**src/rtl/fifo_in_skew_pkg.sv**
```systemverilog
// Shared definitions for the input skew buffer and the output deskew stage:
// array geometry, host command encodings and the skew FSM states.
package fifo_in_skew_pkg;

    localparam int N      = 16;
    localparam int W      = 8;
    localparam int BEATS  = 4;
    localparam int WORD_W = 32;
    localparam int COL_W  = $clog2(BEATS);
    localparam int CNT_W  = 4;

    localparam logic [CNT_W-1:0] DRAIN_LAST = CNT_W'(N - 1);

    typedef enum logic [1:0] {
        CMD_IDLE  = 2'b00,
        CMD_LOAD  = 2'b01,
        CMD_READ  = 2'b10,
        CMD_DRAIN = 2'b11
    } cmd_e;

    typedef enum logic {
        ST_IDLE  = 1'b0,
        ST_DRAIN = 1'b1
    } state_e;

    // Byte j of an assembled vector; byte 0 is the top byte of the col-0 beat.
    function automatic logic [W-1:0] vec_lane(input logic [N*W-1:0] vec, input int j);
        return vec[(N-1-j)*W +: W];
    endfunction

endpackage

```
**src/rtl/fifo_in_skew_if.sv**
```systemverilog
// Host-side write bus and array-side outputs of the input skew buffer.
interface fifo_in_skew_if;
    import fifo_in_skew_pkg::*;

    logic [WORD_W-1:0] input0;
    logic [COL_W-1:0]  col;
    logic [1:0]        command;
    logic [N*W-1:0]    out_data;
    logic [N-1:0]      lane_valid;
    logic              step;
    logic              busy;

    modport master (
        output input0, col, command,
        input  out_data, lane_valid, step, busy
    );

    modport slave (
        input  input0, col, command,
        output out_data, lane_valid, step, busy
    );

endinterface

```
**src/rtl/skew_lane.sv**
```systemverilog
// Shift-enabled delay chain of DEPTH W-bit registers; dout is the last stage.
module skew_lane #(
    parameter int DEPTH = 1,
    parameter int W     = 8
) (
    input  logic         clk,
    input  logic         reset,
    input  logic         shift_en,
    input  logic [W-1:0] din,
    output logic [W-1:0] dout
);

    logic [W-1:0] chain_r [DEPTH];

    // Delay chain: advances one place per push, holds otherwise.
    always_ff @(posedge clk or posedge reset) begin
        if (reset) begin
            for (int i = 0; i < DEPTH; i++) chain_r[i] <= {W{1'b0}};
        end else if (shift_en) begin
            chain_r[0] <= din;
            for (int i = 1; i < DEPTH; i++) chain_r[i] <= chain_r[i-1];
        end
    end

    assign dout = chain_r[DEPTH-1];

endmodule

```
**src/rtl/fifo_in_skew.sv**
```systemverilog
// Input skew buffer: stages three host beats, pushes the assembled vector into
// triangular delay lines on the col-3 beat, and flushes the skew tail on DRAIN.
module fifo_in_skew
    import fifo_in_skew_pkg::*;
(
    input  logic          clk,
    input  logic          reset,
    fifo_in_skew_if.slave bus
);

    state_e            state_r, state_next_s;
    logic [CNT_W-1:0]  cnt_r, cnt_next_s;
    logic              push_s, drain_push_s, stage_we_s;
    logic [WORD_W-1:0] stage_r [BEATS-1];
    logic [N*W-1:0]    vec_s;
    logic [W-1:0]      lane_in_s  [N];
    logic [W-1:0]      lane_out_s [N];
    logic [N-1:0]      valid_r;
    logic              step_r, busy_r;

    // col-3 bytes bypass staging so the push happens on the same beat.
    assign vec_s = {stage_r[0], stage_r[1], stage_r[2], bus.input0};

    // FSM next state, push qualification and drain counter.
    always_comb begin
        state_next_s = state_r;
        cnt_next_s   = cnt_r;
        push_s       = 1'b0;
        drain_push_s = 1'b0;
        stage_we_s   = 1'b0;
        case (state_r)
            ST_IDLE: begin
                if (bus.command == CMD_LOAD) begin
                    if (bus.col == 2'd3) push_s = 1'b1;
                    else                 stage_we_s = 1'b1;
                end else if (bus.command == CMD_DRAIN) begin
                    state_next_s = ST_DRAIN;
                    cnt_next_s   = {CNT_W{1'b0}};
                end else begin
                    state_next_s = ST_IDLE;
                end
            end
            ST_DRAIN: begin
                push_s       = 1'b1;
                drain_push_s = 1'b1;
                cnt_next_s   = (cnt_r == DRAIN_LAST) ? cnt_r : cnt_r + 4'd1;
                if (cnt_r >= DRAIN_LAST - 4'd1) state_next_s = ST_IDLE;
                else                            state_next_s = ST_DRAIN;
            end
            default: begin
                state_next_s = ST_IDLE;
                cnt_next_s   = {CNT_W{1'b0}};
            end
        endcase
    end

    // Per-lane input byte: zeros while draining, else the assembled vector.
    always_comb begin
        for (int j = 0; j < N; j++) begin
            lane_in_s[j] = drain_push_s ? {W{1'b0}} : vec_lane(vec_s, j);
        end
    end

    // FSM state, drain counter, valid chain and step/busy outputs.
    always_ff @(posedge clk or posedge reset) begin
        if (reset) begin
            state_r <= ST_IDLE;
            cnt_r   <= {CNT_W{1'b0}};
            valid_r <= {N{1'b0}};
            step_r  <= 1'b0;
            busy_r  <= 1'b0;
        end else begin
            state_r <= state_next_s;
            cnt_r   <= cnt_next_s;
            step_r  <= push_s;
            busy_r  <= (state_next_s == ST_DRAIN);
            if (push_s) valid_r <= {valid_r[N-2:0], ~drain_push_s};
        end
    end

    // Staging registers for beats 0..2; a repeated beat overwrites its slot.
    always_ff @(posedge clk or posedge reset) begin
        if (reset) begin
            for (int b = 0; b < BEATS-1; b++) stage_r[b] <= {WORD_W{1'b0}};
        end else if (stage_we_s) begin
            case (bus.col)
                2'd0:    stage_r[0] <= bus.input0;
                2'd1:    stage_r[1] <= bus.input0;
                2'd2:    stage_r[2] <= bus.input0;
                default: stage_r[0] <= stage_r[0];
            endcase
        end
    end

    for (genvar j = 0; j < N; j++) begin : g_lane
        skew_lane #(
            .DEPTH (j + 1),
            .W     (W)
        ) u_lane (
            .clk      (clk),
            .reset    (reset),
            .shift_en (push_s),
            .din      (lane_in_s[j]),
            .dout     (lane_out_s[j])
        );
    end

    // Pack lane outputs onto the array-row bus.
    always_comb begin
        bus.out_data = {(N*W){1'b0}};
        for (int j = 0; j < N; j++) bus.out_data[j*W +: W] = lane_out_s[j];
    end

    assign bus.lane_valid = valid_r;
    assign bus.step       = step_r;
    assign bus.busy       = busy_r;

endmodule

```
**src/flat_wrapper.sv**
```systemverilog
// flat-port wrapper written by rule: the top's interface ports become plain ports
module fifo_in_skew_flat import fifo_in_skew_pkg::*;
  (clk, reset, bus_input0, bus_col, bus_command, bus_out_data, bus_lane_valid, bus_step, bus_busy);
  fifo_in_skew_if bus_i ();
  input  logic clk;
  input  logic reset;
  input wire logic [$bits(bus_i.input0)-1:0] bus_input0;
  input wire logic [$bits(bus_i.col)-1:0] bus_col;
  input wire logic [$bits(bus_i.command)-1:0] bus_command;
  output wire logic [$bits(bus_i.out_data)-1:0] bus_out_data;
  output wire logic [$bits(bus_i.lane_valid)-1:0] bus_lane_valid;
  output wire logic [$bits(bus_i.step)-1:0] bus_step;
  output wire logic [$bits(bus_i.busy)-1:0] bus_busy;
  assign bus_i.input0 = bus_input0;
  assign bus_i.col = bus_col;
  assign bus_i.command = bus_command;
  assign bus_out_data = bus_i.out_data;
  assign bus_lane_valid = bus_i.lane_valid;
  assign bus_step = bus_i.step;
  assign bus_busy = bus_i.busy;
  fifo_in_skew u_core (.clk(clk), .reset(reset), .bus(bus_i));
endmodule
```
**config.mk**
```make
export PLATFORM = sky130hd
export DESIGN_NAME = fifo_in_skew_flat
export DESIGN_NICKNAME = d
export VERILOG_FILES = /design/src/rtl/fifo_in_skew_pkg.sv /design/src/rtl/fifo_in_skew_if.sv /design/src/rtl/skew_lane.sv /design/src/rtl/fifo_in_skew.sv /design/src/flat_wrapper.sv
export SDC_FILE = /design/constraint.sdc
export NUM_CORES = 2
export LEC_CHECK = 0
export ABC_AREA = 1
export BUFFER_PORTS_ARGS = -buffer_cell sky130_fd_sc_hd__buf_2
export CORE_ASPECT_RATIO = 0.6
export CORE_MARGIN = 10
export CORE_UTILIZATION = 45
export CTS_BUF_LIST = sky130_fd_sc_hd__clkbuf_16
export DETAILED_ROUTE_END_ITERATION = 6
export GPL_ROUTABILITY_DRIVEN = 0
export PLACE_DENSITY = 0.61
export SYNTH_ARGS = -nofsm -noshare
export SYNTH_HDL_FRONTEND = slang
export SYNTH_SLANG_ARGS = --single-unit
```
**constraint.sdc**
```tcl
create_clock -name clk -period 57.3 [get_ports clk]
set_clock_uncertainty 0.05 [all_clocks]
set_input_delay 17.19 -clock clk [delete_from_list [all_inputs] [get_ports clk]]
set_output_delay 17.19 -clock clk [all_outputs]
set_load 0.02 [all_outputs]
```
# After elaboration in Yosys (flattened, before gate mapping)
# Cells that the tools add are included.
# Widths: inputs -> output; s select.
[totals] regBits=1206 out_inout_bits=146 elab_cells=192 inputBits=38
[classes] mux=31 reduce_logical=5 order_cmp=1 n_addsub=1 eq_ne=9 n_bitwise=2
[op_table] op="$mux 8" count=16
[op_table] op="$mux 4" count=3
[op_table] op="$mux 1" count=9
[op_table] op="$pmux 4 s2" count=1
[op_table] op="$eq 2x2->1 const B" count=3
[op_table] op="$reduce_and 2->1" count=3
[op_table] op="$add 4x1->4 const B" count=1
[op_table] op="$eq 2x1->1 const B" count=2
[op_table] op="$eq 4x4->1 const B" count=1
[op_table] op="$ge 4x4->1 const B" count=1
[op_table] op="$ne 2x2->1 const B" count=2
[op_table] op="$pmux 1 s2" count=2
[op_table] op="$reduce_and 3->1" count=1
[op_table] op="$logic_not 2->1" count=1
[op_table] op="$ne 2x1->1 const B" count=1
[op_table] op="$not 1->1" count=2

# Logic depth before layout (Yosys ltp)
[depth] ltp_word=5 ltp_mapped=9 depth_no_buf=6

# By module
# Synthesis repeated with hierarchy kept, for this count alone.
[hier_totals] cells_unflattened=5427 hier_area_um2=48291.3
[by_module_without_submodules] module="fifo_in_skew" n_inst=1 cells_each=689 area_per_inst_um2=5651.7 seq_area_each_um2=2952.8
[by_module_without_submodules] module="skew_lane (u_core.g_lane[15].u_lane)" n_inst=1 cells_each=550 area_per_inst_um2=5023.6 seq_area_each_um2=3203.1
[by_module_without_submodules] module="skew_lane (u_core.g_lane[14].u_lane)" n_inst=1 cells_each=516 area_per_inst_um2=4546.9 seq_area_each_um2=3002.9
[by_module_without_submodules] module="skew_lane (u_core.g_lane[13].u_lane)" n_inst=1 cells_each=483 area_per_inst_um2=4327.9 seq_area_each_um2=2802.7
[by_module_without_submodules] module="skew_lane (u_core.g_lane[12].u_lane)" n_inst=1 cells_each=449 area_per_inst_um2=4013.8 seq_area_each_um2=2602.5
[by_module_without_submodules] module="skew_lane (u_core.g_lane[11].u_lane)" n_inst=1 cells_each=415 area_per_inst_um2=3693.5 seq_area_each_um2=2402.3
[by_module_without_submodules] module="skew_lane (u_core.g_lane[10].u_lane)" n_inst=1 cells_each=381 area_per_inst_um2=3387.0 seq_area_each_um2=2202.1
[by_module_without_submodules] module="skew_lane (u_core.g_lane[9].u_lane)" n_inst=1 cells_each=347 area_per_inst_um2=3136.8 seq_area_each_um2=2001.9
[by_module_without_submodules] module="skew_lane (u_core.g_lane[8].u_lane)" n_inst=1 cells_each=313 area_per_inst_um2=2812.7 seq_area_each_um2=1801.7
[by_module_without_submodules] module="skew_lane (u_core.g_lane[7].u_lane)" n_inst=1 cells_each=279 area_per_inst_um2=2509.9 seq_area_each_um2=1601.5
[by_module_without_submodules] module="skew_lane (u_core.g_lane[6].u_lane)" n_inst=1 cells_each=246 area_per_inst_um2=2193.4 seq_area_each_um2=1401.3
[by_module_without_submodules] module="skew_lane (u_core.g_lane[5].u_lane)" n_inst=1 cells_each=212 area_per_inst_um2=1866.8 seq_area_each_um2=1201.2
[by_module_without_submodules] module="skew_lane (u_core.g_lane[4].u_lane)" n_inst=1 cells_each=179 area_per_inst_um2=1682.9 seq_area_each_um2=1001.0
[by_module_without_submodules] module="skew_lane (u_core.g_lane[3].u_lane)" n_inst=1 cells_each=145 area_per_inst_um2=1358.8 seq_area_each_um2=800.8
[by_module_without_submodules] module="3 more rows"

# Worst setup path after synthesis
# No wires, ideal clock.
[synth_timing] path_type="input to register" from="input port bus_col[0]" to="register u_core.g_lane[10].u_lane.chain_r[39] (netlist name)" arrival_ns=18.059 setup_ns=0.066 t_required_ns=57.184 path_buffers=2 setup_slack_ns=39.125 cell_stages=7 cell_sequence="nand2_1 -> inv_2 -> nand2_2 -> clkbuf_1 -> clkbuf_1 -> nand3_1 -> nand2_1"
[synth_via] elab_chain_len=4
[synth_lines] item="start: declaration" line="flat_wrapper.sv:8" rtl="input wire logic [$bits(bus_i.col)-1:0] bus_col;"
[synth_lines] item="$eq 2x2->1" line="fifo_in_skew.sv:34" rtl="if (bus.col == 2'd3) push_s = 1'b1;"
[synth_lines] item="$mux 1" line="fifo_in_skew.sv:34"
[synth_lines] item="$mux 1" line="fifo_in_skew.sv:33" rtl="if (bus.command == CMD_LOAD) begin"
[synth_lines] item="$pmux 1 s2" line="fifo_in_skew.sv:31" rtl="case (state_r)"
[synth_lines] item="end: declaration" line="skew_lane.sv:13" rtl="logic [W-1:0] chain_r [DEPTH];"
# Every way passes these cells.
# A chain may end at the register's enable or synchronous reset.

# Worst setup path after layout
[layout_timing] from="input port bus_col[0]" to="register u_core.g_lane[14].u_lane.chain_r[85] (netlist name)"
[layout_via] elab_chain_len=4
[layout_lines] item="$eq 2x2->1" line="fifo_in_skew.sv:34"
[layout_lines] item="$mux 1" line="fifo_in_skew.sv:34"
[layout_lines] item="$mux 1" line="fifo_in_skew.sv:33"
[layout_lines] item="$pmux 1 s2" line="fifo_in_skew.sv:31"
[layout_lines] item="end: declaration" line="skew_lane.sv:13"
# Every way passes these cells.

==> impl_results.md <==
- Status: finished clean
- Final hold viol count: 0
- H-Tree Depth: 3
- TritonCTS clock tree: built
- WP buf/inv: 5
- Unique masters post-synth: 17
- Share of layout cells above drive strength 1: 7.41%
- CP required: 57.90 ns
- Routed vias/inst: ~5.2
- Antenna violations before repair: 1
- Post-Place Cell Area: 48,800 um2
- Core Footprint: 107,000 um2
- Port Buffers: 183
- Max_cap viols: 0
- Initial Utilization: 45.2%
- # rows: between 90 and 100
- Clk sinks: 1,206
- Clock transition at the registers of the reported paths: 0.07 ns
- Die W: 443 um
- Seq/Total Area, Yosys: 62.4%
- Final net count: roughly 5,200
- Placed Cells: 6,509
- Residual DRC count: 0
- Die Ht: 274 um
- RSZ-0062 raised after global routing: no
- Net count after synthesis: 5,425
- Largest net degree at the start of global routing: 247
- ANT nets after route: 0
- Post-CTS Hold Buffers: 0
- Total Wirelength: 107,000 um
- Die area: 122,000 um2
- Util after Layout: 48.9%
- Pleak: about 30 nW
- Crit Path Max Fanout: about 250
- Post-CTS sizing: 0
- Largest stage delay, worst path: roughly 0.93 ns
- Syn avg cell area: 8.99 um2
- Ports: ~180
- CP Cell Sequence: buf_2 -> nand2_1 -> inv_4 -> nand2_8 -> nand2_8 -> buf_12 -> buf_12 -> buf_4 -> nand2_1 -> nand2_1
- Design area: 52,300 um2
- Most used cell, CP: nand2_1
- Iteration-0 DRC Markers: 3,464
- Warnings, synthesis: 0
- Crit path depth: 10
- Non-filler cells, final: 6,717
- Max Clk Rate: approximately 0.045 GHz
- Critical path class: input port to flop
- Worst slew margin: 25.7%
- Synthesis-stage register bit count: approximately 1,200
- Power Density: approximately 40 nW/um2
- Post-DP HPWL: 56,800 um
- CP Capture Type: flop
- Clk buf depth: 3
- Crit path max-delay family: buffers and inverters
- Hold Worst Slack: 0.392 ns
- Vias in the first global route: roughly 34,000
- Compound-Gate Fraction of Synth Area: 0.0414%
- DR WL/cell: 15.9 um
- Cells after synthesis: 5,385
- Synth Area in XOR/XNOR: 0%
- Vias: between 30,000 and 40,000
- CTS Buf Count: 110
- Max VDD drop: 0.0371 mV
- Worst-Skew Late Latency: 0.71 ns
- Post-Synth Adder-Cell Area: 0.0517%
- Final-layout fill cell count: 10,300
- Simple-Gate Fraction of Synth Area: between 30% and 40%
- Min Tclk post-route: 22.11 ns
- Worst Reg2Reg Path Length in Cells: 8
- Layout Area Growth over Synthesis: 8.06%
- Drt pass-1 iters: 6
- Measured slew at the worst slew-check pin: 1.11 ns
- Largest family of logic cells by synthesized area: simple AND/OR/NAND/NOR gates
- Critical path launch point type: input port
- Final Cycle Share: about 39%
- Post-CTS setup buffer count: 0
- GRT Resource Usage Total: 17.4%
- Global route overflow: 0
- HP Class: flop to flop
- First-pass GRT wire length: 180,000 um
- Mapped Area: 48,400 um2
- Final Max Slew Viols: 0
- Setup total negative slack: 0 ns
- Mux contribution to synthesized area: 0%
- Arr. time, crit path: 22.71 ns
- Final setup violating endpoints: 0
- Root Driver: clkbuf_16
- Crit path max-delay cell type: nand2_8
- Hold-critical path depth: 2
==> placed cells by master, fill, tap and decap left out, types with 3 or more instances in the layout <==
cell type,n
clkinv_1,29
nand2_1,2291
clkinv_2,23
nand3_1,1331
dfrtp_1,1206
inv_6,3
buf_12,8
buf_4,38
bufinv_16,9
inv_1,32
clkbuf_16,110
o21ai_0,3
buf_2,183
==> cells by family (layout without fill, tap and decap cells) <==
logic type               count (synthesis)  after routing
flip-flops                            1206           1206
AO/OA/AOI/OAI                            4              4
adder cells (fa/ha/maj)                  2              2
other                                    0              2
AND/OR/NAND/NOR                       3633           3633
buffers and inverters                  540            445
==> metal layers <==
layer  routed length [um]  GRT usage, %  up-vias
met5                    0             0        -
met4                 1840          3.83        0
met3                 5450          3.68      137
met2                48200          27.2      588
met1                51500          25.0    17300
li1                     -             -    16900
==> worst paths after layout <==
check	slack, ns	from	endpoint
worst max-delay path	35.19	bus_col[0]	u_core.g_lane[14].u_lane.chain_r[85]
worst min-delay path	0.39	u_core.g_lane[15].u_lane.chain_r[29]	u_core.g_lane[15].u_lane.chain_r[21]
worst max register to register	52.55	u_core.state_r	u_core.g_lane[14].u_lane.chain_r[85]
worst min register to register	0.39	u_core.g_lane[15].u_lane.chain_r[29]	u_core.g_lane[15].u_lane.chain_r[21]
max in group asynchronous	36.61	reset	u_core.g_lane[11].u_lane.chain_r[33]
min in group asynchronous	16.58	reset	u_core.g_lane[14].u_lane.chain_r[8]
==> synthesized netlist by cell type <==
cell      number  share of area, %
nand3b_1       1             0.016
nand3_1     1331                14
clkbuf_1      86              0.67
dfrtp_1     1206                62
or2_2          1             0.013
nand2_2        2             0.026
buf_1         59              0.46
inv_2          2             0.016
ha_1           2             0.052
buf_2        245               2.5
inv_1          8             0.062
nand4_1        1             0.013
nand2_1     2292                18
o21ai_0        3             0.031
a21oi_1        1             0.010
nor2_1         5             0.039
buf_4        140               2.2
==> tightest hold or removal path, stage by stage, from the launching register on <==
cell and delay (ns):
dfrtp_1 0.34, nand2_1 0.05, nand2_1 0.04
==> metrics by stage <==
| step | power [mW] | worst slack, ns |
|---|---|---|
| final | 2.14 | 35.19 |
| after global routing | 2.26 | 34.75 |
| after CTS | 2.17 | 35.30 |
| after detailed placement | 1.44 | 34.52 |
| after global placement | 1.43 | 34.58 |
| after floorplan | 1.36 | 6.08 |
==> layout make-up <==
cell class,count,area (um2),share of cell area (%)
multi-input cells,3639,15400,29.5
clock buffers,110,2750,5.26
flip-flops and latches,1206,30200,57.7
well taps,1425,1780,3.41
repair buffers,229,1360,2.60
clock inverters,96,754,1.44
diodes,2,5.00,0.00957
inverters,10,55.1,0.105
==> power by group <==
| group | total (mW) | switching (mW) | internal [mW] | leakage [nW] |
|---|---|---|---|---|
| combinational | 0.391 | 0.312 | 0.0795 | 11.2 |
| sequential | 1.03 | 0.0626 | 0.963 | 16.7 |
| clock | 0.721 | 0.329 | 0.392 | 1.82 |
| total | 2.14 | 0.704 | 1.43 | 29.7 |
==> sequential cells by signal, indices dropped and copies added, names as in the netlist <==
register                      cells
u_core.cnt_r                      4
u_core.state_r                    1
u_core.g_lane.u_lane.chain_r    960
u_core.stage_r                   96
u_core.bus.step                   1
u_core.g_lane.u_lane.dout       128
u_core.bus.lane_valid            16
(Power assumes the default switching activity.)
